--- config.mk ---
export PLATFORM = sky130hd
export DESIGN_NAME = flash_timer_gen
export DESIGN_NICKNAME = d
export VERILOG_FILES = /design/src/rtl/flash_timer_gen_pkg.sv /design/src/rtl/flash_timer_gen_tick_prescaler.sv /design/src/rtl/flash_timer_gen.sv
export SDC_FILE = /design/constraint.sdc
export NUM_CORES = 1
export LEC_CHECK = 0
export ABC_AREA = 1
export ABC_CLOCK_PERIOD_IN_PS = 3880
export BUFFER_PORTS_ARGS = -buffer_cell sky130_fd_sc_hd__buf_2
export CAP_MARGIN = 20
export CORE_ASPECT_RATIO = 0.6
export CORE_MARGIN = 2
export CORE_UTILIZATION = 32
export CTS_CLUSTER_SIZE = 28
export DETAILED_ROUTE_END_ITERATION = 8
export MAX_ROUTING_LAYER = met4
export PLACE_DENSITY_LB_ADDON = 0.3
export SYNTH_ARGS = -nofsm -noshare
export SYNTH_HDL_FRONTEND = slang
export SYNTH_HIERARCHICAL = 1
export SYNTH_SLANG_ARGS = --single-unit
--- constraint.sdc ---
create_clock -name CLK_50MHZ -period 3.88 [get_ports CLK_50MHZ]
set_clock_uncertainty 0.2 [all_clocks]
set_input_delay 0.194 -clock CLK_50MHZ [delete_from_list [all_inputs] [get_ports CLK_50MHZ]]
set_output_delay 0.194 -clock CLK_50MHZ [all_outputs]
set_load 0.01 [all_outputs]
--- src/rtl/flash_timer_gen_pkg.sv ---
// Shared state encoding and default tick length for the flash timer.
package flash_timer_gen_pkg;

  typedef enum logic [1:0] {
    IDLE = 2'd0,
    ON   = 2'd1,
    OFF  = 2'd2,
    DONE = 2'd3
  } state_t;

  localparam int PRESCALE_1MS = 50000;

endpackage

--- src/rtl/flash_timer_gen_tick_prescaler.sv ---
// Free-running tick divider: tick is high for one cycle every PRESCALE cycles.
module tick_prescaler #(
  parameter int PRESCALE = 50000
) (
  input  logic CLK_50MHZ,
  input  logic RST,
  input  logic clr,
  output logic tick
);

  localparam int CW = (PRESCALE > 1) ? $clog2(PRESCALE) : 1;

  logic [CW-1:0] cnt;

  always_ff @(posedge CLK_50MHZ or posedge RST) begin
    if (RST) begin
      cnt <= '0;
    end else if (clr || tick) begin
      cnt <= '0;
    end else begin
      cnt <= cnt + CW'(1);
    end
  end

  assign tick = (cnt == CW'(PRESCALE - 1));

endmodule

--- src/rtl/flash_timer_gen.sv ---
// Programmable blink sequencer for the scoreboard display.
// Optional macro RETRIGGER_EN: a start while running restarts the sequence.
module flash_timer_gen
  import flash_timer_gen_pkg::*;
#(
  parameter int PRESCALE = PRESCALE_1MS,
  parameter int LEN_W    = 16,
  parameter int REP_W    = 4
) (
  input  logic             CLK_50MHZ,
  input  logic             RST,
  input  logic             start,
  input  logic             cancel,
  input  logic [LEN_W-1:0] len,
  input  logic [REP_W-1:0] reps,
  output logic             busy,
  output logic             flash,
  output logic             done
);

`ifdef RETRIGGER_EN
  localparam bit RETRIGGER = 1'b1;
`else
  localparam bit RETRIGGER = 1'b0;
`endif

  state_t           state, state_next;
  logic [LEN_W-1:0] len_q, tcnt;
  logic [REP_W-1:0] reps_q, rem;
  logic             tick, clr, load, dec_rem, accept, half_end;

  tick_prescaler #(.PRESCALE(PRESCALE)) u_prescaler (
    .CLK_50MHZ (CLK_50MHZ),
    .RST       (RST),
    .clr       (clr),
    .tick      (tick)
  );

  assign accept   = start && (len != '0) && !cancel;
  assign half_end = tick && (tcnt == len_q - LEN_W'(1));

  always_comb begin
    state_next = state;
    load       = 1'b0;
    dec_rem    = 1'b0;
    case (state)
      IDLE: begin
        if (accept) begin
          state_next = ON;
          load       = 1'b1;
        end
      end
      ON: begin
        if (cancel) begin
          state_next = IDLE;
        end else if (RETRIGGER && accept) begin
          state_next = ON;
          load       = 1'b1;
        end else if (half_end) begin
          state_next = OFF;
        end
      end
      OFF: begin
        if (cancel) begin
          state_next = IDLE;
        end else if (RETRIGGER && accept) begin
          state_next = ON;
          load       = 1'b1;
        end else if (half_end) begin
          // reps_q of zero means blink until cancelled
          if (reps_q == '0) begin
            state_next = ON;
          end else if (rem == REP_W'(1)) begin
            state_next = DONE;
          end else begin
            state_next = ON;
            dec_rem    = 1'b1;
          end
        end
      end
      DONE: begin
        state_next = IDLE;
        if (RETRIGGER && accept) begin
          state_next = ON;
          load       = 1'b1;
        end
      end
      default: state_next = IDLE;
    endcase
  end

  // Every state entry (including a retrigger) restarts the half-period timing.
  assign clr = load || (state_next != state) || (state == IDLE);

  always_ff @(posedge CLK_50MHZ or posedge RST) begin
    if (RST) begin
      state  <= IDLE;
      len_q  <= '0;
      reps_q <= '0;
      rem    <= '0;
      tcnt   <= '0;
    end else begin
      state <= state_next;
      if (load) begin
        len_q  <= len;
        reps_q <= reps;
        rem    <= reps;
      end else if (dec_rem) begin
        rem <= rem - REP_W'(1);
      end
      if (clr) begin
        tcnt <= '0;
      end else if (tick) begin
        tcnt <= tcnt + LEN_W'(1);
      end
    end
  end

  assign busy  = (state == ON) || (state == OFF);
  assign flash = (state == ON);
  assign done  = (state == DONE);

endmodule

# Word level (Yosys, flattened, before mapping)
# Index checks and enable logic that the tools add are counted.
word_totals:
  ram_bits: 0
  out_inout_bits: 3
  latchBits: 0
  mem_bits_ro: 0
  regBits: 58
  input_bits: 24
  mem_count: 0
op_classes:
  add_sub_neg: 4
  n_div: 0
  mul: 0
  n_reduce_logical: 13
  mux: 20
  eq_ne: 7
  n_bitwise: 0
  magnitude_cmp: 0
  n_shift: 0
op_table:
  columns: ["operator", "n"]
  rows:
  - ["two-way mux 16 bit", 3]
  - ["adder 16 x 1 -> 16 bit (second input constant)", 2]
  - ["== test 16 bit", 1]
  - ["== test 16 bit (second input constant)", 1]
  - ["nonzero test 16 bit", 1]
  - ["subtractor 16 x 1 -> 16 bit (second input constant)", 1]
  - ["two-way mux 2 bit", 7]
  - ["two-way mux 4 bit", 2]
  - ["one-hot mux 2 bit (4 select lines)", 1]
  - ["two-way mux 1 bit", 7]
  - ["== test 2 bit (second input constant)", 2]
  - ["== test 4 x 1 -> 1 bit (second input constant)", 1]
  - ["zero test 4 bit", 1]
  - ["logical OR 1 bit", 4]
  - ["nonzero test 2 bit", 2]
  - ["subtractor 4 x 1 -> 4 bit (second input constant)", 1]
  - ["logical AND 1 bit", 3]
  - ["== test 2 x 1 -> 1 bit (second input constant)", 1]
  - ["zero test 2 bit", 1]
  - ["!= test 2 bit", 1]
  - ["zero test 1 bit", 1]

# Logic depth before layout (Yosys ltp)
# Gate-level depths: netlist (run 1).
depth:
  ltp_word: 11
  mapped_depth: 25
  mapped_depth_nobuf: 23

# By module
# The synthesis (run 1) kept the hierarchy.
by_module_without_submodules:
  columns: ["module", "n_inst", "cells_per_inst", "area_each_um2"]
  rows:
  - ["flash_timer_gen", 1, 361, 2777.7]
  - ["tick_prescaler", 1, 120, 913.4]

# Worst setup path after synthesis (run 1)
# OpenSTA, ideal clock, no wires.
synth_timing:
  path_kind: "flip-flop to flip-flop"
  startpoint: "reg u_prescaler.cnt[0]"
  endpoint: "reg u_prescaler.cnt[14]"
  path_stages_with_launch: 23
  path_slack_ns: 0.403
  setup_ns: 0.116
  arrival_time_ns: 3.161
  path_buffers: 2
  period_less_slack_ns: 3.477
  cell_sequence: "dfrtp_1 > ha_1 > nand3_2 > nor4_1 > inv_2 > a21oi_1 > o21ai_1 > nor2_1 > nand2_1 > nor2_1 > nand3_1 > nor2_2 > nand2_2 > a21oi_1 > nand2_1 > nand2_1 > nand3_1 > nand3_4 > buf_12 > inv_1 > nand2_4 > buf_6 > nor2_1"
synth_via:
  elab_chain_cells: 10
  elab_cells_between_ends: 13
  cone_classes: "add/sub (1); eq/ne (2); mux (6); reduce/logical (4)"
synth_lines:
  columns: ["item", "line_no", "text"]
  rows:
  - ["start, declared", "flash_timer_gen_tick_prescaler.sv:13", "logic [CW-1:0] cnt;"]
  - ["start signal, assigned", "flash_timer_gen_tick_prescaler.sv:21", "cnt <= cnt + CW'(1);"]
  - ["== test 16 bit *", "flash_timer_gen_tick_prescaler.sv:25", "assign tick = (cnt == CW'(PRESCALE - 1));"]
  - ["via tick", "flash_timer_gen.sv:30", "logic tick, clr, load, dec_rem, accept, half_end;"]
  - ["logical AND 1 bit *", "flash_timer_gen.sv:40", "assign half_end = tick && (tcnt == len_q - LEN_W'(1));"]
  - ["two-way mux 2 bit, on equally long branches", "flash_timer_gen.sv:69, flash_timer_gen.sv:59", null]
  - ["two-way mux 2 bit, on equally long branches", "flash_timer_gen.sv:64, flash_timer_gen.sv:54", null]
  - ["one-hot mux 2 bit (4 select lines) *", "flash_timer_gen.sv:46", "case (state)"]
  - ["!= test 2 bit *", "flash_timer_gen.sv:93", "assign clr = load || (state_next != state) || (state == IDLE);"]
  - ["logical OR 1 bit * (2 in a row)", "flash_timer_gen.sv:93", null]
  - ["via clr", "flash_timer_gen.sv:30", null]
  - ["logical OR 1 bit *", "flash_timer_gen_tick_prescaler.sv:18", "end else if (clr || tick) begin"]
  - ["two-way mux 16 bit *", "flash_timer_gen_tick_prescaler.sv:18", null]
# Mark *: on every way through the listed nets, which the timed path passes. The rest lies on a longest branch.
# A chain may end at the register's enable or synchronous reset.

# Worst setup path in the final report (run 1)
layout_timing:
  startpoint: "reg u_prescaler.cnt[0]"
  endpoint: "reg tcnt[13]"
layout_via:
  elab_chain_cells: 9
  elab_cells_between_ends: 12
  cone_classes: "eq/ne (2); mux (6); reduce/logical (4)"
layout_lines:
  columns: ["item", "line_no", "text"]
  rows:
  - ["== test 16 bit *", "flash_timer_gen_tick_prescaler.sv:25", null]
  - ["via tick", "flash_timer_gen.sv:30", null]
  - ["logical AND 1 bit", "flash_timer_gen.sv:40", null]
  - ["two-way mux 2 bit, on equally long branches", "flash_timer_gen.sv:69, flash_timer_gen.sv:59", null]
  - ["two-way mux 2 bit, on equally long branches", "flash_timer_gen.sv:64, flash_timer_gen.sv:54", null]
  - ["one-hot mux 2 bit (4 select lines)", "flash_timer_gen.sv:46", null]
  - ["!= test 2 bit", "flash_timer_gen.sv:93", null]
  - ["logical OR 1 bit (2 in a row)", "flash_timer_gen.sv:93", null]
  - ["two-way mux 16 bit or nonzero test 2 bit (tied branches)", null, null]
  - ["end signal, assigned", "flash_timer_gen.sv:114", "tcnt <= tcnt + LEN_W'(1);"]
  - ["end, declared", "flash_timer_gen.sv:28", "logic [LEN_W-1:0] len_q, tcnt;"]
# Marked as above.

==> results of run 1 <==
[cell usage after synthesis (3+ instances only)]
cell type	n	area share
nor2_1	57	0.058
inv_1	50	0.051
nand3_1	27	0.037
xnor2_1	11	0.026
o21ai_0	25	0.034
nand3b_1	5	0.010
xor2_1	25	0.059
nand4_1	13	0.022
clkbuf_1	3	0.0031
nor4_1	6	0.010
nand2_1	129	0.13
ha_1	10	0.034
nor2_2	12	0.020
o21ai_1	3	0.0041
o21bai_1	3	0.0061
nand2_2	9	0.015
nor3_1	3	0.0041
a21oi_1	4	0.0054
inv_2	3	0.0031
nor2_4	13	0.040
dfrtp_1	58	0.39
[routing by layer]
metal  wire (um)  vias to the layer above  part of all wire  global-route usage
li1            -                     1639                 -                   -
met1        5090                     1521              0.56               0.258
met2        3470                       62              0.38               0.189
met3         409                        5             0.045              0.0429
met4          52                        0            0.0058              0.0387
met5           0                        -                 0                   -
[area by class of cell]
| cell class | instances | share of cell area |
|---|---|---|
| multi-input combinational | 363 | 0.442 |
| inverter | 55 | 0.0458 |
| clock buffer | 13 | 0.0600 |
| clock inverter | 2 | 0.00777 |
| timing repair buffer | 51 | 0.0822 |
| tap | 144 | 0.0400 |
| sequential | 58 | 0.322 |
[sequential cells by signal (all words and copies together) (netlist names)]
signal	cells
tcnt	16
u_prescaler/cnt	16
rem	4
reps_q	4
state	2
len_q	16
[path summary, 6_finish.rpt]
check | endpoint | slack (ns) | depth (start not counted)
worst max register to register | tcnt[13] | 0.45 | 20
worst min-delay path | state[0] | 0.03 | 4
min in group asynchronous | u_prescaler/cnt[14] | 0.32 | 3
max in group asynchronous | len_q[0] | 2.72 | 4
worst min register to register | reps_q[0] | 0.27 | 2
worst max-delay path | tcnt[13] | 0.45 | 20
[stage by stage]
stage	hold slack, ns	cell area [um2]	power [uW]	cells	util
floorplan	-0.0923	3690	1680	481	-
global placement	0.134	3990	1890	650	0.354
detailed placement	0.137	3990	1900	650	0.354
CTS	0.0152	4510	2750	686	0.400
global route	0.0571	4510	2950	686	0.400
finish	0.0317	4510	2740	686	0.400
[power breakdown]
part	internal, uW	switching [uW]
Sequential	740	148
Clock	545	273
Combinational	352	680
Total	1640	1100
[cell families after synthesis]
logic type	synth area share
adders and majority gates	0.0339
xor gates and xnor gates	0.0854
buffers and inverters	0.0675
and+or+nand+nor	0.364
AOI/OAI and AO/OA	0.0536
DFF	0.393
muxes	0.00271
[what timing repair did]
action | CTS | global route
endpoints found under the hold margin | 78 | 0
endpoints found under the setup margin | 0 | 0
hold buffers | 21 | 0
[critical path, delay by kind of cell, from the launching register on]
kind / cells / cell delay, ns
compound gates: 3 / 0.30
fa+ha+maj: 1 / 0.22
buf+inv: 3 / 0.58
flops: 1 / 0.39
simple gates: 13 / 1.58
==> qor.txt, run 1 <==
area of the core = 0.0113 mm2
syn nets = 515
footprint of the multi-input gates = 0.00199 mm2
CTS tree = built
Starting DRT DRC Count = 275
first-pass GRT wire length = 15000 um
critical-path cell list = ha_1, nand3_2, nor4_1, buf_4, inv_2, a21oi_1, o21ai_1, nor2_1, nand2_1, nor2_1, nand3_1, nor2_2, nand2_2, a21oi_1, nand2_1, nand2_1, nand3_1, nand3_4, buf_4, nor2_1
VDD IR max = 192 uV
largest net degree at the start of global routing = 43
clk sink count = 58
Die W = 143 um
Fin Setup TNS = 0 ns
share of cells above drive strength 1 = 0.161
number of synthesized flops with an enable pin = 0
number of synthesized register bits = 58
Final period util = 0.885
gr ovfl total = 0
sequential area share after synthesis = 0.393
setup ws final = 0.448 ns
Worst Setup Start Kind = register
CTS resizes = 0
IO Pins = 27
share of flip-flops with an asynchronous set or reset = 1.00
WL per Instance = 13.2 um
Total GRT Usage = 0.161
clk_lat worst skew = 0.33 ns
final hold violations = 0
P_leak = 0.00203 uW
post-DP HPWL = 6700 um
Chip Height = 87.2 um
slowest cell on the critical path = dfrtp_1
Starting Density = 0.328
Row Count = 30
H-tree Lvls = 3
area grow syn2layout = 22.1%
Final min period = 3.43 ns
placement-stage worst setup slack = 0.515 ns
die footprint = 0.0124 mm2
WP data arrival = 3.43 ns
total of max-cap violations = 0
Post-Route WL = 9020 um
most common cell after layout, fill and taps aside = nand2_1
fmax = 0.291 GHz
Avg Cell Area, Syn = 7.67 um2
CP Max Fanout = 16
router iterations before antenna repair = 4
routed via count = 3227
most frequent cells in the layout = nand2_1 (129), dfrtp_1 (58), nor2_1 (56), inv_1 (49), nand3_1 (27)
biggest cell delay along the critical path = 0.39 ns
gpl congestion = 0.871
dominant synthesized flop cell = dfrtp_1
Buffers on Ports = 26
n_diodes = 0
DRC viols = 0
CTS Buf Count = 9
initial antenna violation count = 0
cell area after synthesis = 0.00369 mm2
hold path start = cancel
Reg-to-Reg Start = u_prescaler/cnt[0]
CP startpoint = u_prescaler/cnt[0]
Slew headroom = 0.514
vias in the first global route = 2866
drt via density = 4.70
postcts setup bufs = 0
Synth Warn # = 6
filler cell count = 1125
Worst Setup End Kind = register
clock-pin slew on the worst setup and hold paths = 0.05 ns
Synth Instances = 481
RSZ-0062 raised after global routing = false
Sequential Area = 0.00145 mm2
Synth cell types = 31
Critical Path RT = 3.88 ns
kind of critical path = reg -> reg
Setup violations, final = 0
pwr dens = 607 mW/mm2
post-route ant nets = 0
Max Transition Viols Final = 0
clock root cell = clkbuf_16
min-delay worst type = in -> reg
clock buffer depth = 2
final net count = 572
measured slew at the worst slew-check pin = 0.722 ns
outcome = completed
Note: power is estimated with default switching activity, not from simulation.
==> inputs of run 2 (changes only) <==
- CTS_CLUSTER_DIAMETER: default -> 30
- GPL_TIMING_DRIVEN: default -> 0
==> qor.txt, run 2 (synthesized netlist as in run 1, its figures left out) <==
total of max-cap violations = 0 (unchanged)
clock root cell = clkbuf_16
Worst Setup End Kind = register
final hold violations = 0 (unchanged)
area grow syn2layout = 24.9%
Sequential Area = 0.00145 mm2 (unchanged)
worst reg-to-reg path cell count = 25 (+25%)
Chip Height = 87.2 um (unchanged)
filler cell count = 1146 (+1.9%)
fmax = 0.274 GHz (-6.0%)
post-DP HPWL = 7130 um (+6.4%)
kind of critical path = reg -> reg
measured slew at the worst slew-check pin = 0.683 ns (-0.0394 ns)
n_diodes = 0 (unchanged)
WP data arrival = 3.66 ns (+0.23 ns)
min-delay worst type = in -> reg
area of the core = 0.0113 mm2 (unchanged)
post-route ant nets = 0 (unchanged)
clock buffer depth = 2 (unchanged)
most frequent cells in the layout = nand2_1 (128), dfrtp_1 (58), nor2_1 (56), inv_1 (49), nand3_1 (27)
clk sink count = 58 (unchanged)
share of cells above drive strength 1 = 0.170 (+0.00950)
Starting Density = 0.328 (unchanged)
Buffers on Ports = 26 (unchanged)
clk_lat worst skew = 0.33 ns (about the same)
Die W = 143 um (unchanged)
first-pass GRT wire length = 15300 um (+1.9%)
Reg-to-Reg Start = u_prescaler/cnt[10]
worst hold stages = 4 (unchanged)
router iterations before antenna repair = 5 (+1)
Endpoint, Worst Hold = state[0]
gpl congestion = 0.839 (-3.7%)
CTS tree = built
Regs by FF count = len_q: 16 flops, tcnt: 16 flops, u_prescaler/cnt: 16 flops
gr ovfl total = 0 (unchanged)
initial antenna violation count = 0 (unchanged)
Fin Setup TNS = 0 ns (unchanged)
Slew headroom = 0.541 (+0.0265)
routed via count = 3262 (+1.1%)
vias in the first global route = 2994 (+4.5%)
Row Count = 30 (unchanged)
footprint of the multi-input gates = 0.00202 mm2 (+1.4%)
DRC viols = 0 (unchanged)
Final min period = 3.65 ns (+0.219 ns)
Total GRT Usage = 0.163 (+0.00277)
most common cell after layout, fill and taps aside = nand2_1
pwr dens = 623 mW/mm2 (+2.6%)
die footprint = 0.0124 mm2 (unchanged)
Final period util = 0.941 (+0.0564)
Post-Place Cells = 653 (+0.46%)
setup slack, reg-to-reg = 0.23 ns (-0.22 ns)
clock-pin slew on the worst setup and hold paths = 0.05 ns (about the same)
Pwr Total = 2870 uW (+5.0%)
VDD IR max = 249 uV (+30%)
drt via density = 4.72 (+0.35%)
Max Transition Viols Final = 0 (unchanged)
Worst Setup Start Kind = register
outcome = completed
hold path start = cancel
Post-Route WL = 9420 um (+4.4%)
r2r endpoint = u_prescaler/cnt[0]
final cell count without fillers = 691 (+0.73%)
CP Max Fanout = 10 (-6)
CTS Buf Count = 9 (unchanged)
largest net degree at the start of global routing = 30 (-30%)
Setup violations, final = 0 (unchanged)
final net count = 576 (+0.70%)
WL per Instance = 13.6 um (+3.6%)
Starting DRT DRC Count = 252 (-8.4%)
Critical Path RT = 3.89 ns (about the same)
IO Pins = 27 (unchanged)
H-tree Lvls = 3 (unchanged)
P_leak = 0.00208 uW (+2.6%)
RSZ-0062 raised after global routing = false
[run 2: cell type report]
cell class	instances	area share
Buffer	5	0.00923
Clock buffer	10	0.0497
Clock inverter	6	0.0228
Inverter	55	0.0448
Multi-Input combinational cell	363	0.438
Sequential cell	58	0.315
Tap cell	144	0.0391
Timing Repair Buffer	50	0.0814
[run 2: worst max-delay path, stage by stage, from the launching register on]
cell      delay, ns
dfrtp_1        0.42
inv_1          0.12
nand4_1        0.21
nor4_4         0.29
buf_4          0.17
inv_2          0.05
a21oi_1        0.11
o21ai_1        0.09
nor2_1         0.10
nand2_1        0.07
nor2_2         0.15
nand3_1        0.11
nor2_2         0.10
nand2_2        0.10
nand2_1        0.07
nand2_1        0.05
nand2_1        0.11
nand3_1        0.08
nand2_1        0.07
clkinv_1       0.09
nand3_4        0.14
buf_12         0.19
inv_1          0.09
nand2_4        0.12
buf_6          0.16
nor2_1         0.05
[run 2: worst max-delay path by stage]
stage | startpoint | end | cells after the start
after global placement | u_prescaler/cnt[0] | u_prescaler/cnt[14] | 24
final | u_prescaler/cnt[10] | u_prescaler/cnt[0] | 25
after global routing | u_prescaler/cnt[10] | u_prescaler/cnt[4] | 24
after floorplan | u_prescaler/cnt[0] | u_prescaler/cnt[14] | 22
after CTS | u_prescaler/cnt[0] | u_prescaler/cnt[8] | 23
after detailed placement | u_prescaler/cnt[0] | u_prescaler/cnt[8] | 23
[run 2: repair_timing]
| item | 4_1_cts | 5_1_grt |
|---|---|---|
| hold buffers | 21 | 0 |
| resized for setup | 1 | 6 |
| hold endpoints to repair | 78 | 0 |
| endpoints found under the setup margin | 10 | 16 |
| pin swaps | 0 | 1 |
| buffers inserted | 0 | 1 |
[run 2: report_power, final]
| part | total [uW] | internal, uW | switching (uW) | leakage (uW) |
|---|---|---|---|---|
| logic | 1080 | 386 | 697 | 0.00115 |
| registers | 882 | 740 | 142 | 0.000770 |
| clock network | 907 | 623 | 283 | 0.000166 |
[run 2: metal layers]
layer	GRT usage	vias to the layer above	part of all wire
met5	-	-	0
met4	0.0387	0	0.0067
met3	0.0385	6	0.043
met2	0.205	62	0.39
met1	0.255	1555	0.56
li1	-	1639	-
[run 2: through the flow]
stage	hold slack [ns]	cell area (um2)	setup slack (ns)	utilization
floorplan	-0.0923	3690	0.403	-
global placement	0.122	4000	-0.528	0.355
detailed placement	-0.00310	4030	-0.0816	0.358
CTS	0.0552	4580	0.000974	0.406
global route	0.0678	4610	0.0292	0.409
finish	0.0697	4610	0.229	0.409
